`src/rtl/uart_receiver_pkg.sv`:
```
// uart_receiver_pkg: frame defaults and state encoding shared by the UART receiver and transmitter.
package uart_receiver_pkg;

    localparam int UART_DATA_WIDTH = 8;
    localparam int UART_OVERSAMPLE = 16;

    typedef enum logic [2:0] {
        ST_IDLE,
        ST_START,
        ST_DATA,
        ST_PARITY,
        ST_STOP
    } uart_state_e;

endpackage

```
`src/rtl/sipo.sv`:
```
// sipo: serial-in parallel-out shift register, LSB received first (counterpart of the transmitter's piso).
module sipo #(
    parameter int WIDTH = 8
) (
    input  logic             clk,
    input  logic             rst,
    input  logic             shift,
    input  logic             serial_in,
    output logic [WIDTH-1:0] parallel_out
);

    logic [WIDTH-1:0] shreg_q;
    logic [WIDTH-1:0] shreg_d;

    // New bits enter at the MSB so the first bit received ends up in bit 0.
    assign shreg_d      = shift ? {serial_in, shreg_q[WIDTH-1:1]} : shreg_q;
    assign parallel_out = shreg_q;

    always_ff @(posedge clk or posedge rst) begin
        if (rst) shreg_q <= '0;
        else     shreg_q <= shreg_d;
    end

endmodule

```
`src/rtl/uart_receiver.sv`:
```
// uart_receiver: oversampled UART receiver with optional parity, frame/parity error flags and break handling.
module uart_receiver
    import uart_receiver_pkg::*;
#(
    parameter int DATA_WIDTH = UART_DATA_WIDTH,
    parameter int OVERSAMPLE = UART_OVERSAMPLE
) (
    input  logic                  rx_clk,
    input  logic                  rst,
    input  logic                  sample_tick,
    input  logic                  serial_in,
    input  logic                  parity_en,
    input  logic                  parity_odd,
    output logic [DATA_WIDTH-1:0] data_out,
    output logic                  data_valid,
    output logic                  parity_err,
    output logic                  frame_err,
    output logic                  busy
);

    localparam int TW = $clog2(OVERSAMPLE);
    localparam int BW = $clog2(DATA_WIDTH);
    localparam logic [TW-1:0] TICK_HALF = TW'(OVERSAMPLE / 2 - 1);
    localparam logic [TW-1:0] TICK_LAST = TW'(OVERSAMPLE - 1);
    localparam logic [BW-1:0] BIT_LAST  = BW'(DATA_WIDTH - 1);

    uart_state_e           state_q, state_d;
    logic [TW-1:0]         tick_q, tick_d;
    logic [BW-1:0]         bit_q, bit_d;
    logic [1:0]            sync_q;
    logic                  par_en_q, par_en_d;
    logic                  par_odd_q, par_odd_d;
    logic                  perr_int_q, perr_int_d;
    logic                  armed_q, armed_d;
    logic [DATA_WIDTH-1:0] data_q, data_d;
    logic                  valid_q, valid_d;
    logic                  perr_q, perr_d;
    logic                  ferr_q, ferr_d;
    logic                  shift;
    logic                  rx_s;
    logic [DATA_WIDTH-1:0] shreg;

    assign rx_s = sync_q[1];

    sipo #(.WIDTH(DATA_WIDTH)) u_sipo (
        .clk          (rx_clk),
        .rst          (rst),
        .shift        (shift),
        .serial_in    (rx_s),
        .parallel_out (shreg)
    );

    always_comb begin
        state_d    = state_q;
        tick_d     = tick_q;
        bit_d      = bit_q;
        par_en_d   = par_en_q;
        par_odd_d  = par_odd_q;
        perr_int_d = perr_int_q;
        armed_d    = armed_q;
        data_d     = data_q;
        valid_d    = 1'b0;
        perr_d     = perr_q;
        ferr_d     = ferr_q;
        shift      = 1'b0;
        if (sample_tick) begin
            tick_d = (tick_q == TICK_LAST) ? '0 : tick_q + 1'b1;
            case (state_q)
                ST_IDLE: begin
                    tick_d = '0;
                    // Only a high line re-arms detection, so a held-low break is one frame.
                    if (rx_s) armed_d = 1'b1;
                    else if (armed_q) begin
                        state_d    = ST_START;
                        par_en_d   = parity_en;
                        par_odd_d  = parity_odd;
                        perr_int_d = 1'b0;
                    end
                end
                ST_START: begin
                    if (tick_q == TICK_HALF) begin
                        state_d = rx_s ? ST_IDLE : ST_DATA;
                        tick_d  = '0;
                        bit_d   = '0;
                    end
                end
                ST_DATA: begin
                    if (tick_q == TICK_LAST) begin
                        shift = 1'b1;
                        bit_d = bit_q + 1'b1;
                        if (bit_q == BIT_LAST) state_d = par_en_q ? ST_PARITY : ST_STOP;
                    end
                end
                ST_PARITY: begin
                    if (tick_q == TICK_LAST) begin
                        perr_int_d = rx_s != ((^shreg) ^ par_odd_q);
                        state_d    = ST_STOP;
                    end
                end
                ST_STOP: begin
                    if (tick_q == TICK_LAST) begin
                        valid_d = 1'b1;
                        data_d  = shreg;
                        perr_d  = perr_int_q;
                        ferr_d  = ~rx_s;
                        armed_d = rx_s;
                        state_d = ST_IDLE;
                    end
                end
                default: state_d = ST_IDLE;
            endcase
        end
    end

    always_ff @(posedge rx_clk or posedge rst) begin
        if (rst) begin
            state_q    <= ST_IDLE;
            tick_q     <= '0;
            bit_q      <= '0;
            sync_q     <= 2'b11;
            par_en_q   <= 1'b0;
            par_odd_q  <= 1'b0;
            perr_int_q <= 1'b0;
            armed_q    <= 1'b1;
            data_q     <= '0;
            valid_q    <= 1'b0;
            perr_q     <= 1'b0;
            ferr_q     <= 1'b0;
        end else begin
            state_q    <= state_d;
            tick_q     <= tick_d;
            bit_q      <= bit_d;
            sync_q     <= {sync_q[0], serial_in};
            par_en_q   <= par_en_d;
            par_odd_q  <= par_odd_d;
            perr_int_q <= perr_int_d;
            armed_q    <= armed_d;
            data_q     <= data_d;
            valid_q    <= valid_d;
            perr_q     <= perr_d;
            ferr_q     <= ferr_d;
        end
    end

    assign data_out   = data_q;
    assign data_valid = valid_q;
    assign parity_err = perr_q;
    assign frame_err  = ferr_q;
    assign busy       = state_q != ST_IDLE;

endmodule

```
`config.mk`:
```
export PLATFORM = sky130hd
export DESIGN_NAME = uart_receiver
export DESIGN_NICKNAME = d
export VERILOG_FILES = /design/src/rtl/uart_receiver_pkg.sv /design/src/rtl/sipo.sv /design/src/rtl/uart_receiver.sv
export SDC_FILE = /design/constraint.sdc
export NUM_CORES = 1
export LEC_CHECK = 0
export CORE_ASPECT_RATIO = 0.75
export CORE_MARGIN = 8
export CORE_UTILIZATION = 30
export DETAILED_ROUTE_END_ITERATION = 7
export GPL_TIMING_DRIVEN = 0
export PLACE_DENSITY = 0.48
export SLEW_MARGIN = 20
export SYNTH_ARGS = -nofsm -noshare
export SYNTH_HDL_FRONTEND = slang
export SYNTH_SLANG_ARGS = --single-unit
```
`constraint.sdc`:
```
create_clock -name rx_clk -period 1.5 [get_ports rx_clk]
set_input_delay 0.3 -clock rx_clk [delete_from_list [all_inputs] [get_ports rx_clk]]
set_output_delay 0.3 -clock rx_clk [all_outputs]
set_load 0.1 [all_outputs]
```
Word-level counts from Yosys, hierarchy flattened --
Cells that the tools add are included.
Word-level totals: input bits 6, register bits 35, output and inout port bits 12
Operators by class: muxes and demuxes 28, reductions and logical operators 12, equality and inequality tests 16, add/sub/neg operators 2, bitwise operators 2
Operators by type and width (number):
- $mux 3 | 10
- $ne 2x2->1 const B | 8
- $pmux 3 s5 | 1
- $reduce_and 4->1 | 3
- $mux 1 | 10
- $mux 4 | 2
- $pmux 4 s2 | 1
- $reduce_and 8->1 | 1
- $reduce_xor 8->1 | 1
- $eq 3x2->1 const B | 2
- $eq 3x3->1 const B | 2
- $pmux 3 s2 | 1
- $reduce_bool 2->1 | 3
- $reduce_and 5->1 | 1
- $add 4x1->4 const B | 1
- $eq 4x3->1 const B | 1
- $eq 4x4->1 const B | 1
- $pmux 1 s2 | 2
- $add 3x1->3 const B | 1
- $eq 3x1->1 const B | 1
- $logic_not 3->1 | 1
- $reduce_and 3->1 | 1
- $reduce_bool 3->1 | 1
- $mux 2 | 1
- 3 further kinds | 3

Longest topological paths before layout --
Gate-level depths: netlist (run 1).
word-level depth 5, gate-level depth with buffers 7, gate-level depth less buffers 6

By module --
Synthesis (run 1) repeated with hierarchy kept, for this count alone.
Second synthesis, totals: cell total of the unflattened synthesis 143, area, all modules 1803.0 um^2
By module, submodules not included:
- uart_receiver | area each 1467.7 um^2, cells an instance 125, instances 1
- sipo | area each 335.3 um^2, cells an instance 18, instances 1

Worst setup path after synthesis (run 1) --
Ideal clock, no wire load.
path type register -> register, start reg state_q[1], end reg state_q[0], arrival time 1912 ps, path buffers 1, cell stages (with the launch flop) 7, library setup time 128 ps, slack -540 ps, path through dfrtp_1 > buf_6 > nor3_2 > inv_1 > o211ai_1 > a21oi_2 > mux2_1
Between the ends: word-level cells in the longest chain between the ends 3, elaborated cells between the ends (all ways) 14
RTL lines:
- from (decl) | line uart_receiver.sv:27 | uart_state_e state_q, state_d;
- from (signal assigned) | line uart_receiver.sv:130 | state_q <= state_d;
- $eq 3x2->1 (tied with other cells) | line uart_receiver.sv:68 | case (state_q)
- $ne 2x2->1 (no source line)
- $reduce_and 8->1 (no source line)
Several ways; a longest one is shown, not always the timed one. A chain may end at the register's enable or synchronous reset.

Final worst setup path (run 1) --
start reg state_q[1], end reg state_q[2]
The elaborated chain is that of the path after synthesis.

==> metrics.cfg, run 1 <==
[logic_synthesis]
synth_cell_type_count=44
yosysMostFrequentCell=nand2_1
ys.flop_type=dfrtp_1
seq_area_frac_synth_pct=51.1
synth-seq-cells=35
synthTopCellsByCount=34 x nand2_1, 32 x dfrtp_1, 9 x xnor2_1
yosysTopAreaCell=dfrtp_1
netlist_area_sq_um=1720
async_flop_share_pct=100
synth_fp_nets=170
synth.top_cell.area_share_pct=46.5
yosysWarnings=0
avgSynthCellArea_sq_um=10.7
netlist_top_cells_area=dfrtp_1 47%, nand2_1 7.4%, mux2_4 7.0%
synth-edff-count=0
netlist_instances=161

[place]
placed_cells=256
pre_cts_ws_ns=-0.698
port-buffer-count=17
gp_congestion=0.763
dp_hpwl_mm=2.57

[critical_path]
max_stage_delay_ns=0.41
crit_slowest_cell=dfrtp_1
path_cells=buf_6 -> xor2_1 -> o21ai_1 -> o211ai_1 -> a21oi_2 -> mux2_4
cp-start-kind=flip-flop
crit_path_end_kind=flip-flop
crit_arrival_ns=1.88
path_class=flip-flop to flip-flop
crit_family=compound AO/OA/AOI/OAI gates
r2r_end=state_q[2]$_DFFE_PP0P_
ff2ff_setup_slack_ns=-0.21
reg2reg_from=state_q[1]$_DFFE_PP0P_
path_buf_inv=1
crit_fanout=7
r2r_cells=6
worst_ep_required_time_ns=1.67

[floorplan]
initial_core_util_pct=30.3
die_x_microns=103
ios=18
die_y_microns=81.6
core_sq_um=5680
fp.dieArea_sq_um=8440
rows=24

[grt]
grt_pass1_vias=1267
antenna_found_initial=0
grt_pass1_wl_mm=6.49
grt_max_degree=36
grt.total_usage_pct=10.1
grt_overflow_total=0

[power]
ir_drop_uv=510
seq_power_share_pct=35.8
power_density_nw_per_um2=1580
leakage_nw=1.14
combPwrFrac_pct=40.8
switching_share_pct=35.0
p_clk_share_pct=23.4
switchingPower_mw=1.31
p_int_mw=2.44

[routing]
top_layer=met4
m1WireLength_mm=1.95
wl_met3_microns=153
vias=1296
via_per_inst=4.60
wl_per_cell_microns=13.8
ant_nets=0
drt_wl_total_mm=3.89
routed-wl-met2_mm=1.72
drc=0
dr.pass1.iters=4
drt_iter0_drc=47

[layout]
fin_util_pct=41.8
fin_nets=212
syn_to_final_growth_pct=37.9
antenna_cells=0
drive_gt1_share_pct=45.1
instances_no_fill=282

[worst_hold_path]
holdPathStages=0
hold_class=flip-flop to flip-flop
worstHoldStart=sync_q[0]$_DFF_PP1_
min_to=sync_q[1]$_DFF_PP1_

[clocking]
h-tree-depth=2
insertion_delay_ns=0.28
clk_pin_slew_ns=0.07
cts_hold_buf=0
cts_max_path_buffers=2
cts_buffers=5
cts_tree=yes
cts-root-buf=clkbuf_8
clkSinkCount=35

[timing]
fin_crit_sh_pct=114
slew_headroom_pct=51.5
tightest_slew_ns=0.727
post-route-min-period_ns=1.71
holdWs_ns=0.357
setup_violations=24
fin_worst_skew_ns=0.00468
grt_setup_unrepaired=yes
maxSlewViolCount=0
setup_slack_ns=-0.213
hold_viol_final=0
clock.fmax_mhz=584

[run_status]
outcome=finished with violations
violations=setup timing

[job]
cap_viol_max_count=0

[power by group through the flow]
stage	clock, mW	sequential, mW	combinational (mW)
final	0.876	1.34	1.53
after CTS	0.903	1.34	1.36
after floorplan	0	1.33	0.976
after detailed placement	0	1.37	1.19
after global routing	0.946	1.38	1.68
after global placement	0	1.36	1.16
[cells by family (layout without fill, tap and decap cells)]
family	Yosys count	after routing	share of synthesized area [%]
adders and majority gates	3	3	2.18
buffers and inverters	15	58	4.29
and+or+nand+nor	59	59	17.4
xor gates and xnor gates	10	10	5.09
muxes	13	13	10.2
DFF	35	35	51.1
AOI/OAI and AO/OA	26	26	9.74
[cells in the final DEF (no fill, tap or decap), types with 3 or more instances in the layout]
cell type / count
dfstp_2: 3
nand3_1: 6
o21ai_0: 4
buf_2: 11
clkdlybuf4s50_1: 5
buf_4: 13
clkbuf_8: 6
mux2_4: 11
buf_6: 7
xnor2_1: 9
dfrtp_1: 32
inv_1: 5
nand2_2: 8
o21ai_1: 4
nand2_4: 4
nand2_1: 23
[per-stage QoR]
stage,total power [mW],cell area (sq um),TNS [ns]
floorplan,2.31,1760,-1.81
global placement,2.52,2030,-26.30
detailed placement,2.56,2030,-14.88
CTS,3.61,2250,-2.66
global route,4.00,2370,-4.57
finish,3.75,2370,-2.45
[worst register-to-register path: stages (launching register included)]
cell and delay [ns]:
dfrtp_1 0.41, buf_6 0.15, xor2_1 0.16, o21ai_1 0.19, o211ai_1 0.15, a21oi_2 0.23, mux2_4 0.32
[repair_timing]
| item | in CTS | in global routing |
|---|---|---|
| endpoints found under the setup margin | 38 | 39 |
| setup buffers | 9 | 8 |
| cloned | 1 | 1 |
| pin swaps | 7 | 19 |
| resized for setup | 66 | 38 |
[final cells by class]
class,count,area (sq um)
Multi-Input combinational cell,111,893
Timing Repair Buffer,35,289
Tap cell,78,97.6
Fill cell,535,3300
Timing Repair inverter,1,7.51
Clock buffer,6,82.6
Inverter,8,36.3
Buffer,6,52.6
Sequential cell,35,880
Clock inverter,2,35.0
[registers in the layout, summed over array words and instances (netlist names), 2 cells and up]
name	count
bit_q	3
data_out	8
state_q	3
sync_q	2
tick_q	4
u_sipo.parallel_out	8
[routing by layer]
layer  GRT usage [%]  vias up
li1                -      636
met1            14.0      636
met2            14.2       19
met3            2.71        5
met4            4.75        0
met5               0        -
[worst max path at each step]
| stage | start | to | slack (ns) | cells past startpoint |
|---|---|---|---|---|
| 6_report | state_q[1]$_DFFE_PP0P_ | state_q[2]$_DFFE_PP0P_ | -0.21 | 6 |
| 5_1_grt | state_q[1]$_DFFE_PP0P_ | state_q[2]$_DFFE_PP0P_ | -0.30 | 6 |
| 4_1_cts | state_q[1]$_DFFE_PP0P_ | busy | -0.22 | 4 |
| 3_5_place_dp | state_q[1]$_DFFE_PP0P_ | busy | -0.70 | 4 |
| 3_3_place_gp | state_q[1]$_DFFE_PP0P_ | busy | -0.69 | 4 |
| 2_1_floorplan | state_q[1]$_DFFE_PP0P_ | state_q[0]$_DFFE_PP0P_ | -0.53 | 6 |
Note: power is estimated with default switching activity, not from simulation.
==> run 2, diff against run 1 <==
--- a/config.mk
+++ b/config.mk
@@ -14,4 +14,5 @@
 export SLEW_MARGIN = 20
 export SYNTH_ARGS = -nofsm -noshare
 export SYNTH_HDL_FRONTEND = slang
+export SYNTH_HIERARCHICAL = 1
 export SYNTH_SLANG_ARGS = --single-unit
==> run 2 against run 1 <==
The run still ends with setup timing left. Combinational power decreased by 8%. Critical endpoint is now u_sipo/parallel_out[0]$_DFFE_PP0P_. Critical path depth increased by 1. Largest cell class unchanged. Clock skew increased by 0.0014 ns. Via count decreased by 3.4%. Design area increased by 6.5%. Critical path type unchanged. Setup slack got worse by 0.048 ns. Largest power group unchanged.
==> metrics.cfg, run 2 <==
[run_status]
outcome=finished with violations
violations=setup timing

[timing]
setup_violations=24
setup_slack_ns=-0.261
hold_viol_final=0
fin_worst_skew_ns=0.00611
finalSetupTns_ns=-4.00
fin_crit_sh_pct=117
clock.fmax_mhz=568
maxSlewViolCount=0
grt_setup_unrepaired=yes
tightest_slew_ns=0.586
slew_headroom_pct=60.9
post-route-min-period_ns=1.76

[floorplan]
initial_core_util_pct=31.1
core_sq_um=5800
die_x_microns=106
die_y_microns=83.1
ios=18
rows=24
fp.dieArea_sq_um=8770

[critical_path]
crit_start=state_q[0]$_DFFE_PP0P_
crit_path_end_kind=flip-flop
worst_ep_required_time_ns=1.67
reg2reg_from=state_q[0]$_DFFE_PP0P_
path_class=flip-flop to flip-flop
crit_arrival_ns=1.93
crit_fanout=8
cp-start-kind=flip-flop

[power]
combPwrFrac_pct=40.5
leakage_nw=1.19
ir_drop_uv=428
switching_share_pct=33.2
p_clk_share_pct=25.2
switchingPower_mw=1.15
p_int_mw=2.33
power_density_nw_per_um2=1380
finalPower_mw=3.48
seq_power_share_pct=34.3

[logic_synthesis]
ys.flop_type=dfrtp_1
avgSynthCellArea_sq_um=12.6
synthMuxAreaShare_pct=16.7
synth_cell_type_count=47
netlist_area_sq_um=1800
yosysWarnings=6
synth.top_cell.area_share_pct=44.4
synth-seq-cells=35
synth-edff-count=0
synth_fp_nets=152
synthSimpleGateAreaFrac_pct=10.1
seq_area_frac_synth_pct=48.8
netlist_top_cells_area=dfrtp_1 44%, mux2_4 12%, dfstp_2 4.4%
yosysMostFrequentCell=dfrtp_1
synthTopCellsByCount=32 x dfrtp_1, 15 x mux2_4, 10 x inv_1
netlist_instances=143
synth_xor_area_share_pct=4.65
synth_top_family_by_area=multiplexers
yosysTopAreaCell=dfrtp_1
async_flop_share_pct=100
synth_compound_area_share_pct=11.2
synthAdderAreaFrac_pct=2.08

[grt]
grt_pass1_vias=1337
grt_overflow_total=0
antenna_found_initial=0
grt_pass1_wl_mm=6.78
grt.total_usage_pct=9.50
grt_max_degree=28

[job]
cap_viol_max_count=0

[routing]
dr.pass1.iters=4
via_per_inst=4.57
ant_nets=0
vias=1252
drc=0
wl_per_cell_microns=14.4
drt_iter0_drc=35
drt_wl_total_mm=3.95

[layout]
drive_gt1_share_pct=51.5
fill_cells=536
final_common_cell=dfrtp_1
instances_no_fill=274
register_area_sq_um=883
fin_nets=204
syn_to_final_growth_pct=40.2
final_cell_mix=29 x dfrtp_1, 23 x buf_4, 18 x mux2_4, 10 x buf_2
fin_util_pct=43.6
multi_input_area_sq_um=892
design_area_sq_um=2530
antenna_cells=0

[clocking]
cts-root-buf=clkbuf_8
cts_max_path_buffers=2
clkSinkCount=35
cts_buffers=5
insertion_delay_ns=0.28
clk_pin_slew_ns=0.07
cts_tree=yes
h-tree-depth=2

[place]
dpl-instance-area_sq_um=2110
dp_hpwl_mm=2.61
port-buffer-count=17
placed_cells=238
gp_congestion=0.757

[worst_hold_path]
hold_class=primary input to async pin

[run 2: power by group through the flow]
stage	combinational [mW]	sequential (mW)	clock, mW
floorplan	0.778	1.19	0
global placement	0.942	1.20	0
detailed placement	0.972	1.21	0
CTS	1.20	1.19	0.897
global route	1.52	1.21	0.942
finish	1.41	1.19	0.878
[run 2: per-stage QoR]
step	setup WS (ns)	hold slack, ns
2_1_floorplan	-0.219	0.116
5_1_grt	-0.331	0.339
3_5_place_dp	-0.731	0.348
3_3_place_gp	-0.710	0.347
4_1_cts	-0.244	0.297
6_report	-0.261	0.305
[run 2: area by class of cell]
cell class	count	share of cell area, %
buffer	8	3.81
inverter	10	1.49
tap	78	3.86
timing repair buffer	46	15.9
sequential	35	35.0
clock inverter	2	1.39
multi-input combinational	89	35.3
clock buffer	6	3.27
[run 2: per-layer routing]
layer,part of all wire [%],vias to the layer above,GRT usage (%)
met5,0,-,0
li1,-,612,-
met3,2.8,7,2.16
met1,48,613,12.0
met2,48,20,15.0
met4,1.6,0,4.46
[run 2: worst max-delay path, cell delays in order, from the launching register on]
cell      delay [ns]
dfrtp_1         0.43
buf_6           0.15
and3b_1         0.20
o2111a_2        0.24
nand3_2         0.08
inv_2           0.08
buf_8           0.14
mux2_4          0.31
[run 2: cell families after synthesis]
logic type | count (synthesis)
AO/OA/AOI/OAI | 29
XOR/XNOR | 8
adder cells (fa/ha/maj) | 3
buffers and inverters | 19
flip-flops | 35
multiplexers | 22
AND/OR/NAND/NOR | 27
[run 2: final timing paths]
kind                                                      end  slack (ns)  depth (start not counted)
setup / recovery           u_sipo/parallel_out[0]$_DFFE_PP0P_       -0.26                          7
hold / removal             u_sipo/parallel_out[1]$_DFFE_PP0P_        0.31                          2
setup reg to reg           u_sipo/parallel_out[0]$_DFFE_PP0P_       -0.26                          7
hold reg to reg                           sync_q[1]$_DFF_PP1_        0.36                          0
max in group asynchronous               tick_q[1]$_DFFE_PP0P_        0.65                          2
min in group rx_clk                       sync_q[1]$_DFF_PP1_        0.36                          0
[run 2: timing repair]
action                     in CTS  in global routing
pin swaps                       7                  6
hold buffers                    0                  0
gates cloned                    1                  0
gates resized for setup        77                 13
setup buffers                  18                 10
setup endpoints to repair      35                 34
==> run 3, diff against run 2 <==
--- a/config.mk
+++ b/config.mk
@@ -10,6 +10,7 @@
 export CORE_UTILIZATION = 30
 export DETAILED_ROUTE_END_ITERATION = 7
 export GPL_TIMING_DRIVEN = 0
+export HOLD_SLACK_MARGIN = 0.1
 export PLACE_DENSITY = 0.48
 export SLEW_MARGIN = 20
 export SYNTH_ARGS = -nofsm -noshare
==> results of run 3 <==
Same layout as run 2: the final DEF is identical, and so are final timing and power.
